`config.mk`:
```
export PLATFORM = sky130hd
export DESIGN_NAME = fxp_divider
export DESIGN_NICKNAME = d
export VERILOG_FILES = /design/src/rtl/fxp_divider.sv
export SDC_FILE = /design/constraint.sdc
export NUM_CORES = 1
export LEC_CHECK = 0
export CORE_UTILIZATION = 30
export CTS_CLUSTER_SIZE = 8
export DETAILED_ROUTE_END_ITERATION = 10
export GPL_ROUTABILITY_DRIVEN = 0
export GPL_TIMING_DRIVEN = 0
export PLACE_DENSITY = 0.56
export SETUP_SLACK_MARGIN = 0.02
export SYNTH_ARGS = -nofsm -noshare
export SYNTH_HDL_FRONTEND = slang
export SYNTH_SLANG_ARGS = --single-unit
```
`constraint.sdc`:
```
create_clock -name clk -period 5.7 [get_ports clk]
set_input_delay 1.14 -clock clk [delete_from_list [all_inputs] [get_ports clk]]
set_output_delay 1.14 -clock clk [all_outputs]
set_load 0.005 [all_outputs]
```
`src/rtl/fxp_divider.sv`:
```
// fxp_divider: sequential sign-magnitude Q(Q,N) restoring divider with start/busy/done handshake and saturation
module fxp_divider #(
  parameter int Q = 15,
  parameter int N = 32
) (
  input  logic         clk,
  input  logic         rst,
  input  logic         start,
  input  logic [N-1:0] dividend,
  input  logic [N-1:0] divisor,
  output logic [N-1:0] quotient,
  output logic         done,
  output logic         busy,
  output logic         overflow
);
  localparam int NW = N - 1 + Q;
  localparam int CW = $clog2(NW);
  localparam logic [1:0] IDLE = 2'd0, CALC = 2'd1, FIN = 2'd2;
  logic [1:0]    state;
  logic [N-2:0]  b;
  logic [NW-1:0] num, acc;
  logic [N-1:0]  rem;
  logic [N:0]    rem_sh;
  logic [CW-1:0] cnt;
  logic          s, dz, ge, sat;
  logic [N-2:0]  mag;
  // rem_sh carries one spare bit so the compare never loses the shifted-out MSB
  always_comb begin
    rem_sh = {rem, num[NW-1]};
    ge     = rem_sh >= (N+1)'(b);
    sat    = dz || ((acc >> (N - 1)) != '0);
    mag    = sat ? '1 : acc[N-2:0];
  end
  always_ff @(posedge clk or posedge rst) begin
    if (rst) begin
      state    <= IDLE;
      b        <= '0;
      num      <= '0;
      acc      <= '0;
      rem      <= '0;
      cnt      <= '0;
      s        <= 1'b0;
      dz       <= 1'b0;
      quotient <= '0;
      done     <= 1'b0;
      busy     <= 1'b0;
      overflow <= 1'b0;
    end else begin
      done <= 1'b0;
      if (state == IDLE) begin
        if (start) begin
          num   <= NW'(dividend[N-2:0]) << Q;
          b     <= divisor[N-2:0];
          s     <= dividend[N-1] ^ divisor[N-1];
          dz    <= divisor[N-2:0] == '0;
          rem   <= '0;
          acc   <= '0;
          cnt   <= '0;
          busy  <= 1'b1;
          state <= (divisor[N-2:0] == '0) ? FIN : CALC;
        end
      end else if (state == CALC) begin
        rem   <= N'(ge ? rem_sh - (N+1)'(b) : rem_sh);
        acc   <= {acc[NW-2:0], ge};
        num   <= num << 1;
        cnt   <= cnt + 1'b1;
        state <= (cnt == CW'(NW - 1)) ? FIN : CALC;
      end else begin
        // a zero magnitude never carries a negative sign
        quotient <= {s && (mag != '0), mag};
        overflow <= sat;
        done     <= 1'b1;
        busy     <= 1'b0;
        state    <= IDLE;
      end
    end
  end
endmodule

```
==> impl_metrics.env, run 1 <==
export IMPL_postCtsHoldBufs=0
export IMPL_cts_tree="yes"
export IMPL_power_per_unit_of_standard_cell_area_nw_per_um2=675
export IMPL_r2r_slack_ps=2570
export IMPL_setup_tns_ps=0
export IMPL_finalHoldViolations=0
export IMPL_met2_usage=0.255
export IMPL_cts_path_max_buffers=2
export IMPL_diodes=0
export IMPL_post_dp_hpwl_mm=19.2
export IMPL_design_final_nets=1273
export IMPL_synth_yosys_seq_area_share=0.478
export IMPL_worst_setup_path_endpoint="rem[30]$_DFFE_PP0P_"
export IMPL_synthDominantCellAreaShare=0.478
export IMPL_cts_root_buf="sky130_fd_sc_hd__clkbuf_16"
export IMPL_post_cts_repair_setup_buffers=0
export IMPL_largest_net_degree_at_the_start_of_global_routing=42
export IMPL_crit_path_max_fanout=7
export IMPL_min_period_over_period=0.548
export IMPL_syn_nets=1149
export IMPL_grt_pass1_wl_mm=42.7
export IMPL_crit_arrival_ps=3480
export IMPL_setup_violations=0
export IMPL_worst_r2r_startpoint="rem[12]$_DFFE_PP0P_"
export IMPL_min_delay_path_class="register to register"
export IMPL_max_cap_violations=0
export IMPL_number_of_pins_with_negative_max_slew_slack_in_the_final_report=0
export IMPL_netlist_area_um2=9690
export IMPL_detailroute_via_count=7965
export IMPL_row_count=65
export IMPL_cts_buffers=17
export IMPL_worstSetupEndpointType="register"
export IMPL_syn_area_per_cell_um2=9.25
export IMPL_htree_levels=4
export IMPL_use_met1=0.225
export IMPL_pin_count=102
export IMPL_initial_util=0.306
export IMPL_dpl_cell_count=1555
export IMPL_grt_remaining_overflow=0
export IMPL_clock_sinks=185
export IMPL_fp_dieArea_um2=33000
export IMPL_worst_clock_skew_ps=11.6
export IMPL_drc=0
export IMPL_max_freq_mhz=320
export IMPL_post_synth_most_frequent_cells="185 x sky130_fd_sc_hd__dfrtp_1, 162 x sky130_fd_sc_hd__nand2_1, 88 x sky130_fd_sc_hd__nor2_1"
export IMPL_drive_above_1_share=0.0727
export IMPL_grt_util_met3=0.0365
export IMPL_netlist_instances=1048
export IMPL_detailedRoute_firstIterationViolations=462
export IMPL_drt_first_pass_iters=5
export IMPL_netlist_top_cell_by_area="sky130_fd_sc_hd__dfrtp_1"
export IMPL_power_static_leakage_uw=0.00534
export IMPL_drt_antenna_violating_nets=0
export IMPL_worst_ir_drop_vdd_v=0.000222
export IMPL_worst_skew_pair_late_latency_ps=450
export IMPL_avg_wl_per_cell_um=16.4
export IMPL_unrepaired_setup_endpoints_after_global_routing="no"
export IMPL_synth_edf_count=0
export IMPL_cp_startpoint="rem[12]$_DFFE_PP0P_"
export IMPL_grt_total_usage=0.165
export IMPL_cp_required_ps=6060
export IMPL_yosysWarnings=0
export IMPL_antenna_found_initial=1
export IMPL_yosys_most_used_dff="sky130_fd_sc_hd__dfrtp_1"
export IMPL_layout_min_cycle_time_ps=3130
export IMPL_synthTopCellsByArea="sky130_fd_sc_hd__dfrtp_1 48%, sky130_fd_sc_hd__nand2_1 6.3%, sky130_fd_sc_hd__mux2i_1 5.0%"
export IMPL_worst_reg2reg_endpoint="rem[30]$_DFFE_PP0P_"
export IMPL_critical_path_source_type="register"
export IMPL_clkSlewWorstSetupHoldPaths_ps=80
export IMPL_synthMostInstantiatedCell="sky130_fd_sc_hd__dfrtp_1"
export IMPL_core_area_um2=31600
export IMPL_first_global_vias=7971
export IMPL_finalNonFillerCells=1585
export IMPL_die_y_um=182
export IMPL_worstRegToRegCells=10
export IMPL_worst_slew_pin_slew_ps=857
export IMPL_synth_seq_cells=185
export IMPL_timing_setup_critical_path_class="register to register"
export IMPL_routed_via_density=5.03
export IMPL_portBuffers=101
export IMPL_grt_most_used_layer="met2"
export IMPL_drt_wl_total_mm=26.0
export IMPL_post_cts_resized_instances=0
export IMPL_areaGrowthSynthToFinish_pct=22.9
export IMPL_die_w_um=182
export IMPL_synth_cell_type_count=58
export IMPL_run_status="complete, no violations"
export IMPL_asyncSetResetFlopFracSynth=1.00
export IMPL_worst_rel_slew_slack=0.427
==> how the worst min path moves through the flow <==
stage	startpoint	to	slack, ps	cells past startpoint
after floorplan	cnt[5]$_DFFE_PP0P_	cnt[5]$_DFFE_PP0P_	450	1
after global placement	num[43]$_DFFE_PP0P_	num[43]$_DFFE_PP0P_	460	2
after detailed placement	num[43]$_DFFE_PP0P_	num[43]$_DFFE_PP0P_	470	2
after CTS	cnt[5]$_DFFE_PP0P_	cnt[5]$_DFFE_PP0P_	480	1
after global routing	cnt[5]$_DFFE_PP0P_	cnt[5]$_DFFE_PP0P_	510	1
final	num[40]$_DFFE_PP0P_	num[40]$_DFFE_PP0P_	480	2
==> layout make-up <==
| class | instances | area, um2 |
|---|---|---|
| buffer | 64 | 262 |
| clock buffer | 19 | 443 |
| clock inverter | 11 | 183 |
| fill | 3149 | 19700 |
| inverter | 45 | 173 |
| multi-input combinational | 754 | 4630 |
| sequential | 185 | 4630 |
| tap | 402 | 503 |
| timing repair buffer | 105 | 1090 |
==> worst max-delay path, stage by stage, from the launching register on <==
cell and delay [ps]:
sky130_fd_sc_hd__dfrtp_1 400, sky130_fd_sc_hd__ha_1 280, sky130_fd_sc_hd__clkbuf_1 290, sky130_fd_sc_hd__nand4_1 220, sky130_fd_sc_hd__or3_1 360, sky130_fd_sc_hd__a21oi_1 250, sky130_fd_sc_hd__nor3b_1 150, sky130_fd_sc_hd__nor4_1 520
sky130_fd_sc_hd__o41ai_1 210, sky130_fd_sc_hd__xor2_1 170, sky130_fd_sc_hd__o21ai_0 190
==> per-stage QoR <==
stage	cell area, um2	total power (uW)	hold slack (ps)	setup WS, ps	util
6_report	11900	8040	483	2570	0.377
5_1_grt	11900	8770	505	2390	0.377
4_1_cts	11900	8070	485	2680	0.377
3_5_place_dp	11300	6740	470	2330	0.357
3_3_place_gp	11200	6670	462	523	0.354
2_1_floorplan	9690	5560	448	2180	-
==> sequential cells by signal, indices dropped and copies added (netlist names) <==
name and cells:
acc 46, quotient 32, rem 32, b 31, num 31, cnt 6, state 2, busy 1
done 1, dz 1, overflow 1, s 1
==> power by group <==
part	internal, uW	total [uW]	switching (uW)
registers	1820	2190	364
logic	1780	4550	2780
clock network	752	1300	546
total	4350	8040	3690
==> cells by family (layout without fill, tap and decap cells) <==
kind of cell	Yosys count	count (layout)	share of synthesized area
flip-flops	185	185	0.478
AO/OA/AOI/OAI	212	212	0.135
XOR/XNOR	29	29	0.0262
AND/OR/NAND/NOR	396	396	0.182
adder cells (fa/ha/maj)	34	34	0.0447
buffers and inverters	109	244	0.0444
multiplexers	83	83	0.0903
==> routing by layer <==
layer | up-vias | wire, um
met3 | 32 | 1240
li1 | 3894 | -
met1 | 3878 | 12400
met2 | 159 | 11700
met4 | 2 | 571
met5 | - | 12
==> layout by cell type, fill, tap and decap left out, types with 6 or more instances in the layout <==
cell type,Yosys,final
sky130_fd_sc_hd__nand4_1,14,14
sky130_fd_sc_hd__nand3_1,75,75
sky130_fd_sc_hd__o21ai_0,62,62
sky130_fd_sc_hd__nor3_1,12,12
sky130_fd_sc_hd__xor2_1,15,15
sky130_fd_sc_hd__o21a_1,7,7
sky130_fd_sc_hd__clkbuf_16,0,17
sky130_fd_sc_hd__a21oi_1,69,69
sky130_fd_sc_hd__buf_1,11,11
sky130_fd_sc_hd__ha_1,33,33
sky130_fd_sc_hd__a21o_1,10,10
sky130_fd_sc_hd__inv_1,45,44
sky130_fd_sc_hd__xnor2_1,14,14
sky130_fd_sc_hd__nand2_1,162,162
sky130_fd_sc_hd__nor2b_1,6,6
sky130_fd_sc_hd__mux2_2,35,35
sky130_fd_sc_hd__clkdlybuf4s50_1,0,101
sky130_fd_sc_hd__nor2_1,88,88
sky130_fd_sc_hd__dfrtp_1,185,185
sky130_fd_sc_hd__a32oi_1,9,9
sky130_fd_sc_hd__clkbuf_1,46,47
sky130_fd_sc_hd__mux2i_1,48,48
sky130_fd_sc_hd__nor4_1,21,21
sky130_fd_sc_hd__o21ai_1,18,18
(Power assumes the default switching activity.)
==> inputs of run 2 (changes only) <==
PLACE_DENSITY = 0.55   (was 0.56)
clock period = 3.04 ns   (was 5.7 ns; I/O delays follow)
==> run 2 against run 1 <==
Against the previous run:
- register-to-register slack got worse by 2400 ps
- sequential share of layout area unchanged
- count of clock-buffer cells in the layout is 1 lower
==> impl_metrics.env, run 2 (synthesis results as in run 1) <==
export IMPL_run_status="complete, no violations"
export IMPL_final_common_cell="sky130_fd_sc_hd__dfrtp_1"
export IMPL_worst_rel_slew_slack=0.497
export IMPL_postCtsHoldBufs=0
export IMPL_hold_path_cell_count=2
export IMPL_detailroute_via_count=7992
export IMPL_grt_remaining_overflow=0
export IMPL_critical_path_source_type="register"
export IMPL_max_freq_mhz=344
export IMPL_worst_ir_drop_vdd_v=0.000493
export IMPL_power_per_unit_of_standard_cell_area_nw_per_um2=1240
export IMPL_finalNonFillerCells=1591
export IMPL_crit_arrival_ps=3260
export IMPL_grt_pass1_wl_mm=42.1
export IMPL_layout_common_cells="185 x sky130_fd_sc_hd__dfrtp_1, 162 x sky130_fd_sc_hd__nand2_1, 101 x sky130_fd_sc_hd__clkdlybuf4s50_1, 88 x sky130_fd_sc_hd__nor2_1, 75 x sky130_fd_sc_hd__nand3_1"
export IMPL_core_area_um2=31600
export IMPL_areaGrowthSynthToFinish_pct=22.9
export IMPL_registers_top_by_ff_count="acc"
export IMPL_setup_violations=0
export IMPL_comb_power_share=0.578
export IMPL_largest_register_ffs=46
export IMPL_dpl_cell_count=1557
export IMPL_clock_sinks=185
export IMPL_antenna_found_initial=0
export IMPL_post_dp_hpwl_mm=19.2
export IMPL_routed_via_density=5.02
export IMPL_switching_share=0.467
export IMPL_worst_skew_pair_late_latency_ps=440
export IMPL_drt_first_pass_iters=5
export IMPL_cts_path_max_buffers=2
export IMPL_unrepaired_setup_endpoints_after_global_routing="yes"
export IMPL_pin_count=102
export IMPL_finalHoldWorstSlack_ps=480
export IMPL_finalHoldViolations=0
export IMPL_grt_total_usage=0.163
export IMPL_crit_path_max_fanout=7
export IMPL_power_switching_uw=6890
export IMPL_internal_power_uw=7870
export IMPL_top_regs="acc x46, quotient x32, rem x32"
export IMPL_fin_util=0.377
export IMPL_initial_util=0.306
export IMPL_power_static_leakage_uw=0.00533
export IMPL_max_cap_violations=0
export IMPL_post_layout_total_power_uw=14800
export IMPL_fp_dieArea_um2=33000
export IMPL_die_w_um=182
export IMPL_worst_slew_pin_slew_ps=754
export IMPL_row_count=65
export IMPL_drive_above_1_share=0.0816
export IMPL_avg_wl_per_cell_um=16.2
export IMPL_htree_levels=4
export IMPL_cts_tree="yes"
export IMPL_portBuffers=101
export IMPL_sequentialPowerShare=0.278
export IMPL_number_of_pins_with_negative_max_slew_slack_in_the_final_report=0
export IMPL_design_final_nets=1276
export IMPL_first_global_vias=7843
export IMPL_worstRegToRegCells=10
export IMPL_die_y_um=182
export IMPL_largest_net_degree_at_the_start_of_global_routing=36
export IMPL_layout_min_cycle_time_ps=2910
export IMPL_timing_setup_critical_path_class="register to register"
export IMPL_final_design_area_no_fill_um2=11900
export IMPL_clkSlewWorstSetupHoldPaths_ps=70
export IMPL_cts_buffers=17
export IMPL_drt_antenna_violating_nets=0
export IMPL_clock_power_share=0.144
export IMPL_worst_clock_skew_ps=8.71
export IMPL_cts_root_buf="sky130_fd_sc_hd__clkbuf_16"
export IMPL_drc=0
export IMPL_drt_wl_total_mm=25.7
export IMPL_detailedRoute_firstIterationViolations=377
export IMPL_min_period_over_period=0.956
export IMPL_place_area_um2=11300
export IMPL_cp_required_ps=3400
export IMPL_min_delay_path_class="register to register"
export IMPL_worstSetupEndpointType="register"
run 2: stage by stage:
step	setup WS [ps]	TNS (ps)
floorplan	53.5	0
global placement	-1620	-295400
detailed placement	-38.5	-246
CTS	24.8	0
global route	-17.2	-17.2
finish	132	0
run 2: what timing repair did:
| item | 4_1_cts | 5_1_grt |
|---|---|---|
| buffers inserted | 0 | 2 |
| resized for setup | 1 | 4 |
| setup endpoints to repair | 10 | 50 |
| pin swaps | 0 | 1 |
run 2: final timing paths:
path / startpoint / endpoint / slack, ps
max: rem[12]$_DFFE_PP0P_ / rem[30]$_DFFE_PP0P_ / 130
min: num[22]$_DFFE_PP0P_ / num[22]$_DFFE_PP0P_ / 480
max reg2reg: rem[12]$_DFFE_PP0P_ / rem[30]$_DFFE_PP0P_ / 130
min reg2reg: num[22]$_DFFE_PP0P_ / num[22]$_DFFE_PP0P_ / 480
max in group asynchronous: rst / num[25]$_DFFE_PP0P_ / 1100
min in group asynchronous: rst / quotient[7]$_DFFE_PP0P_ / 520
run 2: per-layer routing:
layer | GRT usage | up-vias | share of wire
met4 | 0.0603 | 0 | 0.024
met1 | 0.221 | 3902 | 0.48
met2 | 0.256 | 159 | 0.46
li1 | - | 3896 | -
met3 | 0.0319 | 35 | 0.042
met5 | 0 | - | 0
run 2: power by group through the flow:
stage          sequential, uW  combinational [uW]  clock [uW]
2_1_floorplan            3930                6500           0
3_3_place_gp             4130                8370           0
3_5_place_dp             4140                8480           0
4_1_cts                  4100                8500        2190
5_1_grt                  4240                9610        2290
6_report                 4110                8530        2130
run 2: layout make-up:
| cell class | instances | area, um2 |
|---|---|---|
| Antenna cell | 1 | 2.50 |
| Buffer | 63 | 260 |
| Clock buffer | 18 | 439 |
| Clock inverter | 14 | 119 |
| Fill cell | 3157 | 19700 |
| Inverter | 45 | 173 |
| Multi-Input combinational cell | 754 | 4640 |
| Sequential cell | 185 | 4630 |
| Tap cell | 402 | 503 |
| Timing Repair Buffer | 109 | 1150 |
run 2: critical path: stages, from the launching register on:
cell                       delay, ps
sky130_fd_sc_hd__dfrtp_1         400
sky130_fd_sc_hd__ha_1            270
sky130_fd_sc_hd__clkbuf_1        270
sky130_fd_sc_hd__nand4_1         210
sky130_fd_sc_hd__or3_1           340
sky130_fd_sc_hd__a21oi_1         300
sky130_fd_sc_hd__nor3b_2         130
sky130_fd_sc_hd__nor4_2          390
sky130_fd_sc_hd__o41ai_1         170
sky130_fd_sc_hd__xor2_1          160
sky130_fd_sc_hd__o21ai_0         180
==> inputs of run 3 (changes only) <==
CAP_MARGIN = 20   (was default)
SETUP_SLACK_MARGIN = 0.3   (was 0.02)
==> run 3 against run 2 <==
Against the previous run:
- sequential power about the same
- hold slack worse by 3.9 ps
- sequential share of layout area decreased by 1.5 points
- design area up 4.2%
- sequential cell count stayed put
- via count rose by 1.1%
- core utilization rose by 1.6 points
- global-route usage barely moved
- critical path type unchanged
- largest power group unchanged
- critical path depth grew 1
- non-clock buffer count increased by 16
- combinational power grew 12%
==> impl_metrics.env, run 3 (synthesis results as in run 1) <==
export IMPL_run_status="complete, no violations"
export IMPL_top_regs="acc x46, quotient x32, rem x32"
export IMPL_power_static_leakage_uw=0.00554
export IMPL_cts_buffers=17
export IMPL_min_delay_path_class="register to register"
export IMPL_areaGrowthSynthToFinish_pct=28.1
export IMPL_crit_arrival_ps=3030
export IMPL_drc=0
export IMPL_fin_util=0.392
export IMPL_max_cap_violations=0
export IMPL_first_global_vias=7850
export IMPL_num_fill_cells=3122
export IMPL_worst_slew_pin_slew_ps=726
export IMPL_timing_final_ws_setup_ps=363
export IMPL_post_dp_hpwl_mm=19.2
export IMPL_clkSlewWorstSetupHoldPaths_ps=70
export IMPL_dp_worst_setup_slack_ps=21.6
export IMPL_cts_tree="yes"
export IMPL_layout_common_cells="184 x sky130_fd_sc_hd__dfrtp_1, 161 x sky130_fd_sc_hd__nand2_1, 101 x sky130_fd_sc_hd__clkdlybuf4s50_1, 88 x sky130_fd_sc_hd__nor2_1, 72 x sky130_fd_sc_hd__nand3_1"
export IMPL_cts_path_max_buffers=2
export IMPL_unrepaired_setup_endpoints_after_global_routing="yes"
export IMPL_detailedRoute_firstIterationViolations=456
export IMPL_cp_slowest_stage_delay_ps=410
export IMPL_grt_pass1_wl_mm=42.1
export IMPL_initial_util=0.306
export IMPL_drt_wl_total_mm=26.3
export IMPL_detailroute_via_count=8076
export IMPL_antenna_found_initial=1
export IMPL_worst_clock_skew_ps=11.1
export IMPL_number_of_pins_with_negative_max_slew_slack_in_the_final_report=0
export IMPL_worst_ir_drop_vdd_v=0.000466
export IMPL_worstSetupEndpointType="register"
export IMPL_finalHoldWorstSlack_ps=476
export IMPL_worst_skew_pair_late_latency_ps=440
export IMPL_cts_root_buf="sky130_fd_sc_hd__clkbuf_16"
export IMPL_cp_required_ps=3400
export IMPL_htree_levels=4
export IMPL_design_final_nets=1292
export IMPL_avg_wl_per_cell_um=16.4
export IMPL_die_y_um=182
export IMPL_core_area_um2=31600
export IMPL_pin_count=102
export IMPL_final_common_cell="sky130_fd_sc_hd__dfrtp_1"
export IMPL_power_per_unit_of_standard_cell_area_nw_per_um2=1300
export IMPL_drive_above_1_share=0.130
export IMPL_timing_setup_critical_path_class="register to register"
export IMPL_row_count=65
export IMPL_critical_path_slowest_cell="sky130_fd_sc_hd__fa_1"
export IMPL_r2r_slack_ps=360
export IMPL_largest_net_degree_at_the_start_of_global_routing=36
export IMPL_clock_sinks=185
export IMPL_min_period_over_period=0.881
export IMPL_drt_first_pass_iters=5
export IMPL_postCtsHoldBufs=0
export IMPL_setup_violations=0
export IMPL_portBuffers=101
export IMPL_grt_total_usage=0.163
export IMPL_timing_critical_path_cells="inv_1 > ha_1 > fa_1 > nor2b_1 > o211ai_1 > a21oi_2 > nor3b_2 > nor4_2 > o41ai_2 > xor2_1 > o21ai_0"
export IMPL_die_w_um=182
export IMPL_drt_antenna_violating_nets=0
export IMPL_routed_via_density=5.03
export IMPL_fp_dieArea_um2=33000
export IMPL_largest_register_ffs=46
export IMPL_registers_top_by_ff_count="acc"
export IMPL_layout_min_cycle_time_ps=2680
export IMPL_max_freq_mhz=374
export IMPL_grt_remaining_overflow=0
export IMPL_critical_path_source_type="register"
export IMPL_setup_tns_ps=0
export IMPL_worst_rel_slew_slack=0.516
export IMPL_crit_path_max_fanout=2
export IMPL_finalHoldViolations=0
[run 3: cell types whose count changed in the layout (fill, tap and decap cells not counted), sizes merged]
cell / change
inv: +1
clkbuf: +2
bufinv: +4
buf: +16
clkinvlp: -3
clkinv: -4
[run 3: timing repair]
item                       in CTS  in global routing
setup buffers                   1                 13
gates resized for setup        19                 67
pin swaps                       2                  4
setup endpoints to repair     105                 51
cloned                          0                  3
[run 3: routing by layer]
metal | global-route usage | vias up | part of all wire
li1 | - | 3935 | -
met1 | 0.218 | 3918 | 0.46
met2 | 0.259 | 191 | 0.47
met3 | 0.0353 | 32 | 0.052
met4 | 0.0546 | 0 | 0.021
met5 | 0 | - | 0
[run 3: layout make-up]
cell class                      instances  area (um2)  share of cell area
Timing Repair Buffer                  124        1290               0.104
Tap cell                              402         503              0.0405
Antenna cell                            1        2.50            0.000202
Multi-Input combinational cell        754        4850               0.391
Inverter                               45         173              0.0139
Clock inverter                         12         186              0.0150
Buffer                                 64         312              0.0251
Sequential cell                       185        4630               0.373
Clock buffer                           20         457              0.0368
[run 3: path summary, 6_finish.rpt]
kind                                startpoint                      end  cells past startpoint
min                        num[22]$_DFFE_PP0P_      num[22]$_DFFE_PP0P_                      2
min in group asynchronous                  rst  quotient[7]$_DFFE_PP0P_                      2
min reg2reg                num[22]$_DFFE_PP0P_      num[22]$_DFFE_PP0P_                      2
max reg2reg                num[45]$_DFFE_PP0P_      rem[30]$_DFFE_PP0P_                     11
max in group asynchronous                  rst      num[25]$_DFFE_PP0P_                      7
max                        num[45]$_DFFE_PP0P_      rem[30]$_DFFE_PP0P_                     11
[run 3: worst max-delay path: cells and delay by family (launching register included)]
kind                       cells  cell delay [ps]
buffers and inverters          1               80
AOI/OAI and AO/OA              4              680
adders and majority gates      2              630
and+or+nand+nor                3              680
xor gates and xnor gates       1              160
DFF                            1              360
[run 3: metrics by stage]
stage	total power, uW	instance area (um2)	cells
final	16100	12400	1607
after global routing	17500	12400	1606
after CTS	15300	12000	1590
after detailed placement	12600	11300	1557
after global placement	12500	11200	1551
after floorplan	10400	9690	1048
[run 3: power by group]
part	switching [uW]	internal [uW]
registers	707	3420
clock network	1020	1440
logic	5500	4030
total	7230	8890
